==> config.mk <==
export PLATFORM = sky130hd
export DESIGN_NAME = conv_job_scheduler
export DESIGN_NICKNAME = d
export VERILOG_FILES = /design/src/rtl/conv_job_scheduler.sv
export SDC_FILE = /design/constraint.sdc
export NUM_CORES = 1
export LEC_CHECK = 0
export BUFFER_PORTS_ARGS = -buffer_cell sky130_fd_sc_hd__buf_2
export CAP_MARGIN = 20
export CORE_AREA = 5 5 535 537
export DETAILED_ROUTE_END_ITERATION = 8
export DIE_AREA = 0 0 540 542
export GPL_TIMING_DRIVEN = 0
export PLACE_DENSITY_LB_ADDON = 0.3
export SLEW_MARGIN = 20
export SYNTH_ARGS = -nofsm -noshare
export SYNTH_HDL_FRONTEND = slang
export SYNTH_SLANG_ARGS = --single-unit
==> constraint.sdc <==
create_clock -name clk -period 3.62 [get_ports clk]
set_input_delay 0.543 -clock clk [delete_from_list [all_inputs] [get_ports clk]]
set_output_delay 0.543 -clock clk [all_outputs]
set_load 0.03 [all_outputs]
==> src/rtl/conv_job_scheduler.sv <==
// Round-robin scheduler that shares one conv2d unit between NREQ requesters,
// with a start/done handshake, a watchdog timeout and a tagged response.
module conv_job_scheduler #(
  parameter int NREQ      = 4,
  parameter int TO_CYCLES = 65535
) (
  input  logic                    clk,
  input  logic                    rst_n,
  input  logic [NREQ-1:0]         req_valid,
  input  logic [NREQ*256-1:0]     req_desc,
  output logic [NREQ-1:0]         req_ready,
  output logic                    cu_start,
  output logic [31:0]             cu_input_ptr,
  output logic [31:0]             cu_filter_ptr,
  output logic [31:0]             cu_output_ptr,
  output logic [31:0]             cu_input_dims,
  output logic [31:0]             cu_filter_dims,
  output logic [31:0]             cu_output_dims,
  output logic [31:0]             cu_stride,
  output logic [31:0]             cu_padding,
  input  logic                    cu_ready,
  input  logic                    cu_done,
  input  logic [31:0]             cu_result,
  output logic                    rsp_valid,
  input  logic                    rsp_ready,
  output logic [$clog2(NREQ)-1:0] rsp_id,
  output logic [31:0]             rsp_result,
  output logic                    rsp_timeout,
  output logic                    busy,
  output logic [15:0]             jobs_done,
  output logic [15:0]             timeouts
);

  localparam int IW = $clog2(NREQ);
  localparam int CW = $clog2(TO_CYCLES);
  localparam logic [CW-1:0] WD_ONE  = CW'(1);
  localparam logic [CW-1:0] WD_LAST = CW'(TO_CYCLES - 1);

  typedef enum logic [1:0] {S_IDLE, S_LAUNCH, S_WAIT, S_RESP} state_t;

  state_t          state_r;
  logic [IW-1:0]   last_grant_r;
  logic [IW-1:0]   rsp_id_r;
  logic [CW-1:0]   wd_cnt_r;
  logic [255:0]    desc_r;
  logic            cu_start_r;
  logic            rsp_valid_r;
  logic [31:0]     rsp_result_r;
  logic            rsp_timeout_r;
  logic [15:0]     jobs_done_r;
  logic [15:0]     timeouts_r;

  logic            grant_found_s;
  logic [IW-1:0]   grant_idx_s;
  logic            accept_s;
  logic [NREQ-1:0] req_ready_s;
  int              cand_s;

  // Round-robin search starting just after the last requester served
  always_comb begin
    grant_found_s = 1'b0;
    grant_idx_s   = {IW{1'b0}};
    cand_s        = 0;
    for (int k = 1; k <= NREQ; k++) begin
      cand_s = int'(last_grant_r) + k;
      if (cand_s >= NREQ) begin
        cand_s = cand_s - NREQ;
      end else begin
        cand_s = cand_s;
      end
      if (!grant_found_s && req_valid[cand_s]) begin
        grant_found_s = 1'b1;
        grant_idx_s   = IW'(cand_s);
      end else begin
        grant_found_s = grant_found_s;
      end
    end
  end

  // Accept pulse is same-cycle so the requester can drop valid right after it
  always_comb begin
    accept_s    = (state_r == S_IDLE) && grant_found_s && cu_ready && rst_n;
    req_ready_s = {NREQ{1'b0}};
    if (accept_s) begin
      req_ready_s[grant_idx_s] = 1'b1;
    end else begin
      req_ready_s = {NREQ{1'b0}};
    end
  end

  // Job FSM, descriptor latch, watchdog and completion counters
  always_ff @(posedge clk) begin
    if (!rst_n) begin
      state_r       <= S_IDLE;
      last_grant_r  <= IW'(NREQ - 1);
      rsp_id_r      <= {IW{1'b0}};
      wd_cnt_r      <= {CW{1'b0}};
      desc_r        <= {256{1'b0}};
      cu_start_r    <= 1'b0;
      rsp_valid_r   <= 1'b0;
      rsp_result_r  <= 32'h0000_0000;
      rsp_timeout_r <= 1'b0;
      jobs_done_r   <= 16'h0000;
      timeouts_r    <= 16'h0000;
    end else begin
      case (state_r)
        S_IDLE: begin
          cu_start_r <= accept_s;
          if (accept_s) begin
            desc_r   <= req_desc[int'(grant_idx_s)*256 +: 256];
            rsp_id_r <= grant_idx_s;
            state_r  <= S_LAUNCH;
          end else begin
            state_r  <= S_IDLE;
          end
        end
        S_LAUNCH: begin
          cu_start_r <= 1'b0;
          wd_cnt_r   <= {CW{1'b0}};
          state_r    <= S_WAIT;
        end
        S_WAIT: begin
          // done takes precedence over a watchdog expiry in the same cycle
          if (cu_done) begin
            rsp_result_r  <= cu_result;
            rsp_timeout_r <= 1'b0;
            rsp_valid_r   <= 1'b1;
            state_r       <= S_RESP;
          end else if (wd_cnt_r == WD_LAST) begin
            rsp_result_r  <= 32'h0000_0000;
            rsp_timeout_r <= 1'b1;
            rsp_valid_r   <= 1'b1;
            state_r       <= S_RESP;
          end else begin
            wd_cnt_r      <= wd_cnt_r + WD_ONE;
          end
        end
        S_RESP: begin
          if (rsp_ready) begin
            rsp_valid_r  <= 1'b0;
            last_grant_r <= rsp_id_r;
            state_r      <= S_IDLE;
            if (rsp_timeout_r) begin
              if (timeouts_r != 16'hFFFF) begin
                timeouts_r <= timeouts_r + 16'h0001;
              end else begin
                timeouts_r <= timeouts_r;
              end
            end else begin
              if (jobs_done_r != 16'hFFFF) begin
                jobs_done_r <= jobs_done_r + 16'h0001;
              end else begin
                jobs_done_r <= jobs_done_r;
              end
            end
          end else begin
            state_r <= S_RESP;
          end
        end
        default: begin
          state_r <= S_IDLE;
        end
      endcase
    end
  end

  assign req_ready      = req_ready_s;
  assign cu_start       = cu_start_r;
  assign cu_input_ptr   = desc_r[31:0];
  assign cu_filter_ptr  = desc_r[63:32];
  assign cu_output_ptr  = desc_r[95:64];
  assign cu_input_dims  = desc_r[127:96];
  assign cu_filter_dims = desc_r[159:128];
  assign cu_output_dims = desc_r[191:160];
  assign cu_stride      = desc_r[223:192];
  assign cu_padding     = desc_r[255:224];
  assign rsp_valid      = rsp_valid_r;
  assign rsp_id         = rsp_id_r;
  assign rsp_result     = rsp_result_r;
  assign rsp_timeout    = rsp_timeout_r;
  assign busy           = (state_r != S_IDLE);
  assign jobs_done      = jobs_done_r;
  assign timeouts       = timeouts_r;

endmodule

Word level (Yosys, flattened, before mapping)
Index checks and enable logic that the tools add are counted.
{ "op_classes": {"n_eq_ne": 10, "addsub": 11, "n_shift": 1, "n_lt_le_gt_ge": 10, "n_mux": 43, "bitwise": 1, "reduce_logical": 23} }
{ "ops": {"columns": ["cell", "count"], "rows": [
  ["$shiftx A1024 B11 Y256", 1],
  ["$mux W32", 6],
  ["$lt A32 B4 Y1 const B", 4],
  ["$add A16 B1 Y16 const B", 3],
  ["$mux W16", 2],
  ["$ne A16 B16 Y1 const B", 2],
  ["$pmux W16 S2", 1],
  ["$mux W1", 18],
  ["$eq A16 B16 Y1 const B", 1],
  ["$mux W2", 7],
  ["$sub A3 B3 Y4 const B", 3],
  ["$reduce_bool A2 Y1", 5],
  ["$ge A3 B3 Y1 const B", 3],
  ["$bmux W1 S2", 4],
  ["$pmux W2 S4", 1],
  ["$reduce_and A4 Y1", 2],
  ["$logic_and A1 B1 Y1", 7],
  ["$add A2 B2 Y3 const B", 2],
  ["$ne A2 B2 Y1 const B", 3],
  ["$reduce_and A2 Y1", 3],
  ["$reduce_and A3 Y1", 2],
  ["$sub A4 B3 Y5 const B", 1],
  ["$add A2 B3 Y4 const B", 1],
  ["$eq A2 B2 Y1 const B", 2],
  ["12 further kinds", 15]
]} }
{ "word_totals": {"ff_bits": 345, "input_bits": 1065, "out_inout_bits": 330} }

Depth between registers and ports, before layout
{ "logic_depth": {"depth_word": 21, "mapped_depth": 9} }

Worst setup path before layout
OpenSTA, ideal clock, no wires.
{ "synth_path": {"path_type": "input to output", "start": "input port rst_n", "end": "output port req_ready[0]", "setup_slack_ns": 0.845, "stages": 7, "n_path_buf": 4, "arrival_time_ns": 2.232, "cell_sequence": "clkbuf_1 -> nand3_1 -> a21o_1 -> buf_2 -> clkbuf_1 -> clkbuf_1 -> nor3_1"} }
{ "synth_between": {"elab_chain_len": 2} }
{ "synth_rtl": {"columns": ["item", "line_no", "rtl"], "rows": [
  ["start: declaration", "8", "input logic rst_n,"],
  ["$logic_and A1 B1 Y1", "82", "accept_s = (state_r == S_IDLE) && grant_found_s && cu_ready && rst_n;"],
  ["$mux W4", "84", "if (accept_s) begin"],
  ["end: declaration", "11", "output logic [NREQ-1:0] req_ready,"]
]} }
No other way between the ends.

Final worst setup path
{ "layout_path": {"start": "register state_r[0]", "end": "output port req_ready[0]"} }
{ "layout_between": {"elab_chain_len": 5} }
{ "layout_rtl": {"columns": ["item", "line_no", "rtl"], "rows": [
  ["start: declaration", "41", "state_t state_r;"],
  ["start signal: assignment", "94", "state_r <= S_IDLE;"],
  ["start signal: assignment", "112", "state_r <= S_LAUNCH;"],
  ["start signal: assignment", "114", "state_r <= S_IDLE;"],
  ["$logic_not A2 Y1", "82", null],
  ["$logic_and A1 B1 Y1 (3 in a row)", "82", null],
  ["$mux W4", "84", null]
]} }
No other way between the ends.

==> results_dict.tcl <==
set metrics [dict create \
    die_x_um 540 \
    syn_area_per_cell_um2 8.60 \
    ys_types 56 \
    startpoint_type "flip-flop" \
    dp.cells 7352 \
    rsz0062_at_grt "false" \
    numCtsBuffers 52 \
    crit_family "simple AND/OR/NAND/NOR gates" \
    async_flop_share_pct 0 \
    syn_area_mm2 0.0189 \
    skew_ps 27.4 \
    insertion_delay_ps 720 \
    gp_congestion 0.966 \
    holdBufCountCts 0 \
    gr-total-overflow 0 \
    numClockSinks 345 \
    worst_slew_pin_slew_ps 1090 \
    path_buf_inv 3 \
    antenna_found_initial 409 \
    h-tree-depth 2 \
    cts_max_path_buffers 3 \
    initial_core_util_pct 6.74 \
    post_drt_wl_per_cell_um 37.4 \
    num_rows 195 \
    num-fill-cells 32900 \
    critPathKind "flip-flop to output pin" \
    cpPeakStageDelay_ps 380 \
    drc 0 \
    setup_violations 0 \
    core_region_area_mm2 0.281 \
    multi_input_area_mm2 0.0109 \
    routed_wl_um 283000 \
    cts.clk_slew.worst_paths_ps 80 \
    slew_headroom_pct 27.5 \
    maxCapViolations 0 \
    power.density_mw_per_mm2 433 \
    syn_to_final_growth_pct 74.8 \
    yosys_warnings 0 \
    synth-seq-cells 345 \
    die_y_um 542 \
    tns_ps 0 \
    root_buffer "clkbuf_16" \
    cp_max_fo 13 \
    drive_gt1_share_pct 50.9 \
    period_share_pct 96.0 \
    stdcell_count 7557 \
    hpwlAfterDp_um 253000 \
    status "completed" \
    seq_area_frac_synth_pct 36.5 \
    grt_pass1_wl_um 339000 \
    grt_pass1_vias 26500 \
    grt_use_total_pct 18.3 \
    crit_chain "nor2_4 > nand3_1 > a21o_1 > buf_4 > clkbuf_8 > nor3_1 > buf_2" \
    vias 28100 \
    p_leak_nw 13.8 \
    critPathCaptureType "output pin" \
    max_freq_mhz 288 \
    finalNetCount 4732 \
    ant_nets 0 \
    slew_viol_final 0 \
    min_path_type "input pin to flip-flop" \
    die-area_mm2 0.293 \
    detail_route.vias_per_cell 3.71 \
    vdd_ir_drop_max_uv 361 \
    synth-main-ff-cell "dfxtp_1" \
    reg2reg_slack_ps 240 \
    totalPowerFinal_w 0.0143 \
    drt_iter0_markers 2574 \
    synth_edf_count 0 \
    fin_crit_ps 3470 \
    grt_start_max_net_pins 29 \
    ios 1395 \
    crit_required_ps 3080 \
    slowest_stage "dfxtp_1" \
    port_buffers 1393 \
    cp.arrival_ps 2930 \
    cts_tree "done" \
    seqCellArea_mm2 0.00691 \
    finalHoldViolCount 0 \
    drt-pass1-iter-count 5 \
    synth_cells 2202 \
    synth_nets 3271 \
]
[flip-flops by register name, indices dropped and copies added, names as in the netlist]
register	count
rsp_id	2
rsp_timeout	1
timeouts	16
wd_cnt_r	16
desc_r	256
cu_start	1
rsp_result	32
rsp_valid	1
state_r	2
last_grant_r	2
jobs_done	16
[metrics by stage]
stage / area [um^2] / setup slack [ps] / util, % / hold WS, ps
global placement: 30600 / -1920 / 10.9 / 448
CTS: 32800 / 53.2 / 11.7 / 0.575
finish: 33100 / 146 / 11.8 / 76.2
global route: 32900 / 4.28 / 11.7 / 43.5
detailed placement: 30900 / -807 / 11.0 / 463
floorplan: 18900 / 845 / - / 443
[tightest hold or removal path, stage by stage]
cell and delay [ps]:
buf_2 80, a22oi_1 70, nor2_1 80
[layer usage]
layer / vias to the layer above / GRT usage (%) / wire, um
met3: 722 / 11.8 / 43000
li1: 11600 / - / -
met1: 13400 / 21.0 / 108000
met5: - / 0 / 1690
met4: 258 / 5.56 / 10400
met2: 2162 / 27.7 / 120000
[cell usage in the layout, fill, tap and decap left out, types with 6 or more instances in the layout]
cell       synthesis  routed
a211oi_1           7       7
a21oi_1          356     356
a22oi_1          287     286
a31oi_1          177     177
buf_2             83    1471
buf_4             10      16
buf_6             11      14
bufinv_16          0       6
clkbuf_1         128     122
clkbuf_16          0      53
clkbuf_2           0      12
clkbuf_4           3       6
clkbuf_8           0      12
clkinv_2           0       6
dfxtp_1          345     345
diode_2            0     107
inv_1             11      11
mux2_2           256     256
nand2_1           31      31
nand2b_1           9       9
nand3_1           24      23
nand4_1           13      13
nor2_1            66      65
nor3_1            12      12
o21ai_0          263     263
o31ai_1            8       8
or3_1              6       6
or4_1              8       8
xnor2_1           11      11
xor2_1            12      12
[path summary, 6_finish.rpt]
check / from / end / depth (start not counted)
min reg2reg: rsp_valid / rsp_valid / 2
max reg2reg: state_r[0] / desc_r[30] / 8
max: state_r[0] / req_ready[0] / 7
min: cu_result[5] / rsp_result[5] / 3
[area by class of cell]
cell class                      instances  area share (%)
Multi-Input combinational cell       1606            32.9
Timing Repair Buffer                 1411            22.0
Sequential cell                       345            20.9
Tap cell                             3743            14.2
Clock buffer                           75            4.59
Buffer                                235            3.51
Clock inverter                         23           0.998
Antenna cell                          107           0.809
Inverter                               12           0.136
[cell families after synthesis]
logic type / Yosys count / share of synthesized area [%]
adders and majority gates: 4 / 0.264
and+or+nand+nor: 198 / 5.31
DFF: 345 / 36.5
xor gates and xnor gates: 23 / 1.06
muxes: 260 / 15.4
AOI/OAI and AO/OA: 1121 / 35.2
buffers and inverters: 251 / 6.22
[cells in the mapped netlist, types with 2 or more instances]
master | instances | area share (%)
o21ai_0 | 263 | 7.0
buf_4 | 10 | 0.40
xnor2_1 | 11 | 0.51
a21oi_1 | 356 | 9.4
mux2_2 | 256 | 15
a21o_1 | 3 | 0.12
ha_1 | 4 | 0.26
nor3_1 | 12 | 0.32
a22oi_1 | 287 | 11
nand4_1 | 13 | 0.43
buf_1 | 4 | 0.079
or4_1 | 8 | 0.32
or3_1 | 6 | 0.20
mux2i_1 | 4 | 0.21
nor4_1 | 5 | 0.17
o21bai_1 | 2 | 0.079
nand2b_1 | 9 | 0.30
o211ai_1 | 5 | 0.20
nand3_1 | 24 | 0.63
and4_1 | 4 | 0.19
and3_1 | 4 | 0.13
nor2b_1 | 3 | 0.099
nor2_1 | 66 | 1.3
clkbuf_1 | 128 | 2.5
xor2_1 | 12 | 0.56
clkbuf_4 | 3 | 0.12
and2_1 | 5 | 0.17
inv_1 | 11 | 0.22
nand2_1 | 31 | 0.61
a211oi_1 | 7 | 0.28
a31oi_1 | 177 | 5.8
buf_2 | 83 | 2.2
o21ai_1 | 2 | 0.053
buf_6 | 11 | 0.65
o31ai_1 | 8 | 0.32
dfxtp_1 | 345 | 36
[report_power, final]
| group | switching [W] | internal (W) | total, W |
|---|---|---|---|
| Sequential | 0.000168 | 0.00407 | 0.00424 |
| Combinational | 0.00292 | 0.00135 | 0.00426 |
| Clock | 0.00247 | 0.00336 | 0.00582 |
| Total | 0.00555 | 0.00877 | 0.0143 |
[repair_timing]
action                                  4_1_cts  5_1_grt
endpoints found under the setup margin      128        0
buffers inserted                              4        0
gates resized for setup                      15        0
Note: power is estimated with default switching activity, not from simulation.
